==> src/rtl/pipe_muldiv_pkg.sv <==
`default_nettype none
// +--------------------------------------------------------------------------+
// | pipe_muldiv_pkg - shared state/op encodings for the mul/div controller   |
// | Revision: 1.0                                                            |
// +--------------------------------------------------------------------------+
package pipe_muldiv_pkg;

  localparam int ITER  = 32;
  localparam int CNT_W = $clog2(ITER);
  localparam logic [CNT_W-1:0] CNT_INIT = CNT_W'(ITER - 1);

  localparam logic [1:0] ST_IDLE = 2'd0;
  localparam logic [1:0] ST_CALC = 2'd1;
  localparam logic [1:0] ST_FIX  = 2'd2;

  localparam logic [1:0] OP_MULT  = 2'b00;
  localparam logic [1:0] OP_MULTU = 2'b01;
  localparam logic [1:0] OP_DIV   = 2'b10;
  localparam logic [1:0] OP_DIVU  = 2'b11;

  function automatic logic op_is_signed(input logic [1:0] op);
    return (op == OP_MULT) || (op == OP_DIV);
  endfunction

  function automatic logic op_is_div(input logic [1:0] op);
    return (op == OP_DIV) || (op == OP_DIVU);
  endfunction

  // Magnitude; 32'h80000000 maps to itself and is then treated as unsigned.
  function automatic logic [31:0] abs32(input logic [31:0] v, input logic en);
    return (en && v[31]) ? (~v + 32'd1) : v;
  endfunction

endpackage
`default_nettype wire

==> src/rtl/muldiv_iter.sv <==
`default_nettype none
// +--------------------------------------------------------------------------+
// | muldiv_iter - one radix-2 shift/add (mul) or restoring-subtract (div)    |
// | Revision: 1.0                                                            |
// +--------------------------------------------------------------------------+
module muldiv_iter (
  input  logic [63:0] acc,
  input  logic [31:0] operand,
  input  logic        is_div,
  output logic [63:0] acc_next
);

  logic [32:0] w_sum;
  logic [31:0] w_diff;
  logic        w_take;

  always_comb begin
    w_sum  = {1'b0, acc[63:32]} + {1'b0, operand};
    // Shifted partial remainder is acc[63:31]; bit 63 set means it already exceeds any divisor.
    w_diff = acc[62:31] - operand;
    w_take = acc[63] | (acc[62:31] >= operand);
    acc_next = {1'b0, acc[63:1]};
    if (is_div) begin
      if (w_take) acc_next = {w_diff, acc[30:0], 1'b1};
      else        acc_next = {acc[62:0], 1'b0};
    end else if (acc[0]) begin
      acc_next = {w_sum, acc[31:1]};
    end
  end

endmodule
`default_nettype wire

==> src/rtl/pipe_muldiv_ctrl.sv <==
`default_nettype none
// +--------------------------------------------------------------------------+
// | pipe_muldiv_ctrl - iterative MULT/DIV controller owning HI/LO and stall  |
// | Revision: 1.0                                                            |
// +--------------------------------------------------------------------------+
module pipe_muldiv_ctrl
  import pipe_muldiv_pkg::*;
(
  input  logic        clock,
  input  logic        resetn,
  input  logic        start,
  input  logic [1:0]  op,
  input  logic [31:0] a,
  input  logic [31:0] b,
  input  logic        rd_hi,
  input  logic        rd_lo,
  input  logic        wr_hi,
  input  logic        wr_lo,
  output logic [31:0] hi,
  output logic [31:0] lo,
  output logic        busy,
  output logic        mstall,
  output logic        done
);

  logic [1:0]       r_state;
  logic [1:0]       w_next_state;
  logic [CNT_W-1:0] r_cnt;
  logic [1:0]       r_op;
  logic             r_sa;
  logic             r_sb;
  logic             r_div0;
  logic             r_done;
  logic [63:0]      r_acc;
  logic [63:0]      w_acc_next;
  logic [31:0]      r_opnd;
  logic             w_signed;
  logic             w_is_div;
  logic [63:0]      w_prod;
  logic [31:0]      w_quot;
  logic [31:0]      w_rem;
  logic [31:0]      w_hi_res;
  logic [31:0]      w_lo_res;

  muldiv_iter u_iter (
    .acc      (r_acc),
    .operand  (r_opnd),
    .is_div   (w_is_div),
    .acc_next (w_acc_next)
  );

  always_ff @(posedge clock or negedge resetn) begin
    if (!resetn) r_state <= ST_IDLE;
    else         r_state <= w_next_state;
  end

  always_comb begin
    w_next_state = r_state;
    case (r_state)
      ST_IDLE: if (start) w_next_state = ST_CALC;
      ST_CALC: if (r_cnt == '0) w_next_state = ST_FIX;
      ST_FIX:  w_next_state = ST_IDLE;
      default: w_next_state = ST_IDLE;
    endcase
  end

  always_comb begin
    busy   = (r_state != ST_IDLE);
    mstall = busy & (start | rd_hi | rd_lo | wr_hi | wr_lo);
    done   = r_done;
  end

  always_comb begin
    w_signed = op_is_signed(r_op);
    w_is_div = op_is_div(r_op);
    w_prod   = (w_signed && (r_sa ^ r_sb)) ? (~r_acc + 64'd1) : r_acc;
    // Divide-by-zero leaves quotient all ones and remainder |a|; re-signing the
    // remainder by sa restores the original a.
    w_quot   = (w_signed && (r_sa ^ r_sb) && !r_div0) ? (~r_acc[31:0] + 32'd1) : r_acc[31:0];
    w_rem    = (w_signed && r_sa) ? (~r_acc[63:32] + 32'd1) : r_acc[63:32];
    w_hi_res = w_is_div ? w_rem  : w_prod[63:32];
    w_lo_res = w_is_div ? w_quot : w_prod[31:0];
  end

  always_ff @(posedge clock or negedge resetn) begin
    if (!resetn) begin
      r_cnt  <= '0;
      r_op   <= OP_MULT;
      r_sa   <= 1'b0;
      r_sb   <= 1'b0;
      r_div0 <= 1'b0;
      r_done <= 1'b0;
      r_acc  <= '0;
      r_opnd <= '0;
      hi     <= '0;
      lo     <= '0;
    end else begin
      r_done <= 1'b0;
      case (r_state)
        ST_IDLE: begin
          if (start) begin
            r_op   <= op;
            r_sa   <= a[31];
            r_sb   <= b[31];
            r_div0 <= (b == 32'd0);
            r_acc  <= {32'd0, abs32(a, op_is_signed(op))};
            r_opnd <= abs32(b, op_is_signed(op));
            r_cnt  <= CNT_INIT;
          end else begin
            if (wr_hi) hi <= a;
            if (wr_lo) lo <= a;
          end
        end
        ST_CALC: begin
          r_acc <= w_acc_next;
          if (r_cnt != '0) r_cnt <= r_cnt - CNT_W'(1);
        end
        ST_FIX: begin
          hi     <= w_hi_res;
          lo     <= w_lo_res;
          r_done <= 1'b1;
        end
        default: ;
      endcase
    end
  end

endmodule
`default_nettype wire

==> config.mk <==
export PLATFORM = sky130hd
export DESIGN_NAME = pipe_muldiv_ctrl
export DESIGN_NICKNAME = d
export VERILOG_FILES = /design/src/rtl/pipe_muldiv_pkg.sv /design/src/rtl/muldiv_iter.sv /design/src/rtl/pipe_muldiv_ctrl.sv
export SDC_FILE = /design/constraint.sdc
export NUM_CORES = 1
export LEC_CHECK = 0
export ABC_AREA = 1
export ABC_CLOCK_PERIOD_IN_PS = 3300
export CAP_MARGIN = 10
export CORE_AREA = 2 2 248 250
export DETAILED_ROUTE_END_ITERATION = 12
export DIE_AREA = 0 0 250 252
export PLACE_DENSITY_LB_ADDON = 0.12
export SYNTH_ARGS = -nofsm -noshare
export SYNTH_HDL_FRONTEND = slang
export SYNTH_SLANG_ARGS = --single-unit
==> constraint.sdc <==
create_clock -name clock -period 3.3 [get_ports clock]
set_clock_uncertainty 0.05 [all_clocks]
set_input_delay 0.66 -clock clock [delete_from_list [all_inputs] [get_ports clock]]
set_output_delay 0.66 -clock clock [all_outputs]
set_load 0.005 [all_outputs]
==> results of run 1 <==
[layout make-up]
class	count	share of cell area, %
Antenna cell	1	0.01181
Clock buffer	21	2.125
Clock inverter	11	0.5136
Inverter	464	8.230
Multi-Input combinational cell	2332	53.72
Sequential cell	173	20.43
Tap cell	782	4.617
Timing Repair Buffer	232	10.35
[per-layer routing]
metal,global-route usage [%],vias up,wire length [um]
met5,0,-,0
met4,18.55,0,6222
met3,3.611,187,4306
met2,49.50,724,43310
met1,33.71,9790,36550
li1,-,10093,-
[cell families after synthesis]
family,after synthesis,synth area share (%)
simple gates,1729,40.86
xor+xnor,58,2.843
flops,173,24.22
fa+ha+maj,72,5.125
compound gates,473,14.73
buf+inv,559,12.22
[final timing paths]
check,startpoint,end,slack (ns),depth (start not counted)
worst min-delay path,resetn,hi[15],0.08,1
max in group asynchronous,resetn,r_cnt[3],2.28,2
worst max register to register,r_acc[31],r_acc[57],0.30,18
min in group clock,r_cnt[4],r_cnt[4],0.46,1
worst min register to register,r_cnt[4],r_cnt[4],0.46,1
worst max-delay path,r_acc[31],r_acc[57],0.30,18
[power by group through the flow]
| stage | clock network [mW] | registers [mW] | logic, mW |
|---|---|---|---|
| 6_report | 2.15 | 4.75 | 19.1 |
| 5_1_grt | 2.27 | 4.81 | 21.2 |
| 4_1_cts | 2.21 | 4.73 | 18.9 |
| 3_5_place_dp | 0 | 4.77 | 18.8 |
| 3_3_place_gp | 0 | 4.76 | 18.9 |
| 2_1_floorplan | 0 | 4.05 | 12.1 |
[state kept, by name, indices dropped and copies added, names as in the netlist]
name,cells
r_state,2
done,1
r_op,2
r_acc,64
r_sa,1
r_div0,1
r_sb,1
hi,32
r_cnt,5
lo,32
r_opnd,32
[through the flow]
| step | instance area [um^2] | worst slack [ns] | total power, mW |
|---|---|---|---|
| after floorplan | 17870 | 0.9079 | 16.17 |
| after global placement | 20630 | 0.3272 | 23.61 |
| after detailed placement | 20630 | 0.3194 | 23.61 |
| after CTS | 21190 | 0.3362 | 25.86 |
| after global routing | 21190 | 0.1158 | 28.28 |
| final | 21190 | 0.3019 | 25.97 |
[synth_stat cells (17+ instances only)]
library cell and number:
inv_1 450, xor2_1 50, clkbuf_1 60, o211ai_1 38
nand4_1 38, buf_2 17, nor3_1 34, ha_1 70
nand3b_1 20, nand2_1 1037, o21ai_1 25, o21ai_0 173
a21oi_1 182, nor2_1 271, dfrtp_1 173, nand3_1 268
==> flow_summary.toml, run 1 <==
[global_routing]
overflow = 0
grt_use_total_pct = 28.70
grt_first_pass_wirelength_um = 132800
grt_start_max_net_pins = 98
antenna_found_initial = 0
grt_pass1_vias = 20477

[clocking]
clock-root-buffer = "clkbuf_16"
cts_tree = "yes"
htree_levels = 4
insertion_delay_ns = 0.52
cts.clk_slew.worst_paths_ns = 0.08
cts_buffers = 17
postCtsSetupBuffers = 0
cts.sink_count = 173
clockBufferDepth = 2
cts.repair.resized = 0
hold_buffers = 0

[routing]
via_count = 20794
first_iter_violations = 1526
ant_nets = 0
drt_first_pass_iters = 6
wirelength_um = 90400
wl_per_cell_um = 22.51
drt-vias-per-instance = 5.178
drc = 0

[power_and_ir_drop]
p_leak_nw = 10.70
switching_share_pct = 58.67
p_int_mw = 10.73
cellPowerDensity_nw_per_um2 = 1225
p_comb_share_pct = 73.4
seq_power_share_pct = 18.3
p_switching_mw = 15.24
clock_power_share_pct = 8.3
ir_drop_mv = 0.5746

[worst_setup_path]
cpPeakStageDelay_ns = 0.56
worstSetupEndpointType = "register"
critical_path.slowest_cell = "dfrtp_1"
cpMostUsedCell = "nand2_1"
start_kind = "register"
worstPathCellList = "inv_1 -> ha_1 -> fa_1 -> inv_1 -> nand3_1 -> nand2_2 -> nand2_1 -> nand2_2 -> nand2_1 -> nand3_2 -> nand2_4 -> nand2_4 -> nand2_1 -> buf_4 -> nand2_1 -> nand2_1 -> nand3_1 -> nand2_1"
worst-path-buf-inv = 3
path_delay_family = "simple AND/OR/NAND/NOR gates"
critPathKind = "reg -> reg"
critPathMaxFanout = 8
worstPathArrival_ns = 3.36
cp.required_ns = 3.66

[timing]
holdWs_ns = 0.08109
drv_slew = 0
fin_crit_sh_pct = 90.85
tightest_slew_ns = 0.9089
setup_viol = 0
timing.fmax_ghz = 0.3335
tns_ns = 0
max_slew_margin_pct = 39.34
rsz0062_at_grt = "no"
hold_viol = 0
timing.final.crit_period_ns = 2.998

[floorplanning]
initial_core_util_pct = 29.72
die_y_um = 252
die_w_um = 250
io_pins = 140
core_um2 = 60130
die_area_um2 = 63000
rows = 90

[place]
place_inst = 3983
hpwl_um = 72570
port-buffer-count = 139
globalplace.congestion = 0.9916

[synth]
synth-main-ff-cell = "dfrtp_1"
synth_cells = 3064
synthArstFlopShare_pct = 100.0
ys_seq_area_share_pct = 24.22
yosys-top-cells-area = "dfrtp_1 (24%), nand2_1 (22%), inv_1 (9.5%)"
synth_nets = 3209
netlist_area_um2 = 17870
synth.distinct_cells = 54
ys_ff_latch = 173
yosys_warnings = 0
synth_top_cell_area_share_pct = 24.22
synth_top_cell_by_area = "dfrtp_1"
synth-edff-count = 0
syn_area_per_cell_um2 = 5.833

[finish]
fillers = 6878
final-seq-area_um2 = 4330
finish.net_count = 3365
final_util_pct = 35.25
multi_input_area_um2 = 11390
areaGrowthSynthToFinish_pct = 18.60
stdcell_count = 4016
final_cell_mix = "nand2_1 (1036), inv_1 (448), nand3_1 (268)"
final_common_cell = "nand2_1"
final_layout_size_suffix_gt1_share_pct = 6.001

[outcome]
status = "complete, no violations"

[min_path]
hold_class = "in -> async"

[flow_run]
drv_cap = 0
Power figures use the tool's default switching activity.
==> run 2, diff against run 1 <==
--- a/config.mk
+++ b/config.mk
@@ -8,9 +8,9 @@
 export ABC_AREA = 1
 export ABC_CLOCK_PERIOD_IN_PS = 3300
 export CAP_MARGIN = 10
-export CORE_AREA = 2 2 248 250
+export CORE_AREA = 2 2 182 184
 export DETAILED_ROUTE_END_ITERATION = 12
-export DIE_AREA = 0 0 250 252
+export DIE_AREA = 0 0 184 186
 export PLACE_DENSITY_LB_ADDON = 0.12
 export SYNTH_ARGS = -nofsm -noshare
 export SYNTH_HDL_FRONTEND = slang
==> flow_summary.toml, run 2 (synthesis results as in run 1) <==
[outcome]
status = "complete, no violations"

[power_and_ir_drop]
p_switching_mw = 14.63
cellPowerDensity_nw_per_um2 = 1222
p_int_mw = 10.44
power_mw = 25.07
switching_share_pct = 58.36
ir_drop_mv = 0.5675
p_comb_share_pct = 74.3
seq_power_share_pct = 17.2
p_leak_nw = 10.58
clock_power_share_pct = 8.5

[floorplanning]
die_w_um = 184
die_area_um2 = 34220
rows = 66
die_y_um = 186
initial_core_util_pct = 55.49
io_pins = 140
core_um2 = 32210

[timing]
tightest_slew_ns = 1.340
timing.final.crit_period_ns = 3.058
hold_viol = 0
tns_ns = 0
fin_crit_sh_pct = 92.65
drv_slew = 0
timing.fmax_ghz = 0.3271
rsz0062_at_grt = "no"
setup_viol = 0
finalWorstSetupSlack_ns = 0.2425
max_slew_margin_pct = 10.70
holdWs_ns = 0.1101

[worst_setup_path]
rr_worst_depth = 9
start_kind = "register"
path_delay_family = "simple AND/OR/NAND/NOR gates"
cpMostUsedCell = "nand2_1"
startpoint = "r_sb"
critPathKind = "reg -> reg"
regToRegSetupSlack_ns = 0.24
worstPathArrival_ns = 3.35
worstSetupEndpointType = "register"
critPathMaxFanout = 20
rr_startpoint = "r_sb"
r2r-end = "lo[10]"
critical_path.slowest_cell = "nor3_4"
worst-path-buf-inv = 2
cp.required_ns = 3.59
worstPathCellList = "nand2_1 -> inv_1 -> nor3_4 -> nand2_1 -> nand2_2 -> buf_4 -> nand2_1 -> o21ai_0 -> o211ai_1"
cpPeakStageDelay_ns = 0.50
crit_cells = 9
endpoint = "lo[10]"

[place]
hpwl_um = 59160
globalplace.congestion = 1.129
post_dp_cell_area_um2 = 19940
pre_cts_slack_ns = 0.3369
port-buffer-count = 139
place_inst = 3583

[global_routing]
grt_start_max_net_pins = 70
antenna_found_initial = 2
grt_pass1_vias = 21044
overflow = 0
grt_use_total_pct = 45.58
grt_first_pass_wirelength_um = 117300

[min_path]
hold_class = "in -> async"

[routing]
wl_per_cell_um = 21.40
wirelength_um = 77380
drt-vias-per-instance = 6.053
drt_first_pass_iters = 7
drc = 0
first_iter_violations = 2273
via_count = 21888
ant_nets = 0

[finish]
final_cell_mix = "nand2_1 (1036), inv_1 (448), nand3_1 (268)"
final_layout_size_suffix_gt1_share_pct = 5.301
fin_area_um2 = 20520
multi_input_area_um2 = 11390
finish.net_count = 3339
final_util_pct = 63.72
stdcell_count = 3616
final_common_cell = "nand2_1"
final-seq-area_um2 = 4330
fillers = 3092
largest_reg_flops = 64
areaGrowthSynthToFinish_pct = 14.83
regMostFlops = "r_acc"

[clocking]
clockBufferDepth = 2
cts.sink_count = 173
cts_tree = "yes"
postCtsSetupBuffers = 0
cts_buffers = 17
clock-root-buffer = "clkbuf_16"
cts.clk_slew.worst_paths_ns = 0.08
htree_levels = 4
insertion_delay_ns = 0.49
hold_buffers = 0
cts.repair.resized = 0

[flow_run]
drv_cap = 0
## run 2: cell types whose count changed in the layout (fill, tap and decap cells not counted)
cell and delta:
buf_12 -2, buf_6 +1, clkinv_2 -1, clkinv_1 +1, bufinv_16 -1, inv_2 -1
inv_8 +1, clkbuf_1 -3, buf_4 -24, inv_6 +2, clkinv_8 +3, clkbuf_8 -2
## run 2: power by group through the flow
stage / clock network, mW / registers [mW] / logic (mW)
final: 2.13 / 4.31 / 18.6
after global routing: 2.19 / 4.37 / 20.4
after floorplan: 0 / 4.05 / 12.1
after global placement: 0 / 4.25 / 17.5
after detailed placement: 0 / 4.27 / 17.9
after CTS: 2.11 / 4.24 / 18.0
## run 2: worst min path at each step
stage | from | end | slack (ns) | depth (start not counted)
after CTS | resetn | r_acc[7] | 0.15 | 1
after global routing | resetn | r_acc[6] | 0.15 | 1
after detailed placement | lo[7] | lo[7] | 0.43 | 2
final | resetn | r_acc[7] | 0.11 | 1
after floorplan | resetn | done | 0.31 | 0
after global placement | lo[0] | lo[0] | 0.42 | 2
## run 2: final cells by class
type	count	share of cell area, %
multi-input combinational	2332	55.48
clock inverter	15	0.7378
tap	408	2.488
clock buffer	17	2.073
sequential	173	21.10
antenna	1	0.01219
inverter	464	8.499
timing repair buffer	206	9.603
## run 2: worst register-to-register path: stages (launching register included)
cell and delay (ns):
dfrtp_1 0.45, nand2_1 0.10, inv_1 0.06, nor3_4 0.50, nand2_1 0.36, nand2_2 0.46, buf_4 0.27, nand2_1 0.09
o21ai_0 0.41, o211ai_1 0.16
## run 2: routing by layer
layer  GRT usage, %  vias up  wire length [um]
met2          75.83     1484             35500
met3          9.920      447              7971
met5              0        -                15
met1          49.76     9888             26370
met4          38.69        2              7519
li1               -    10067                 -
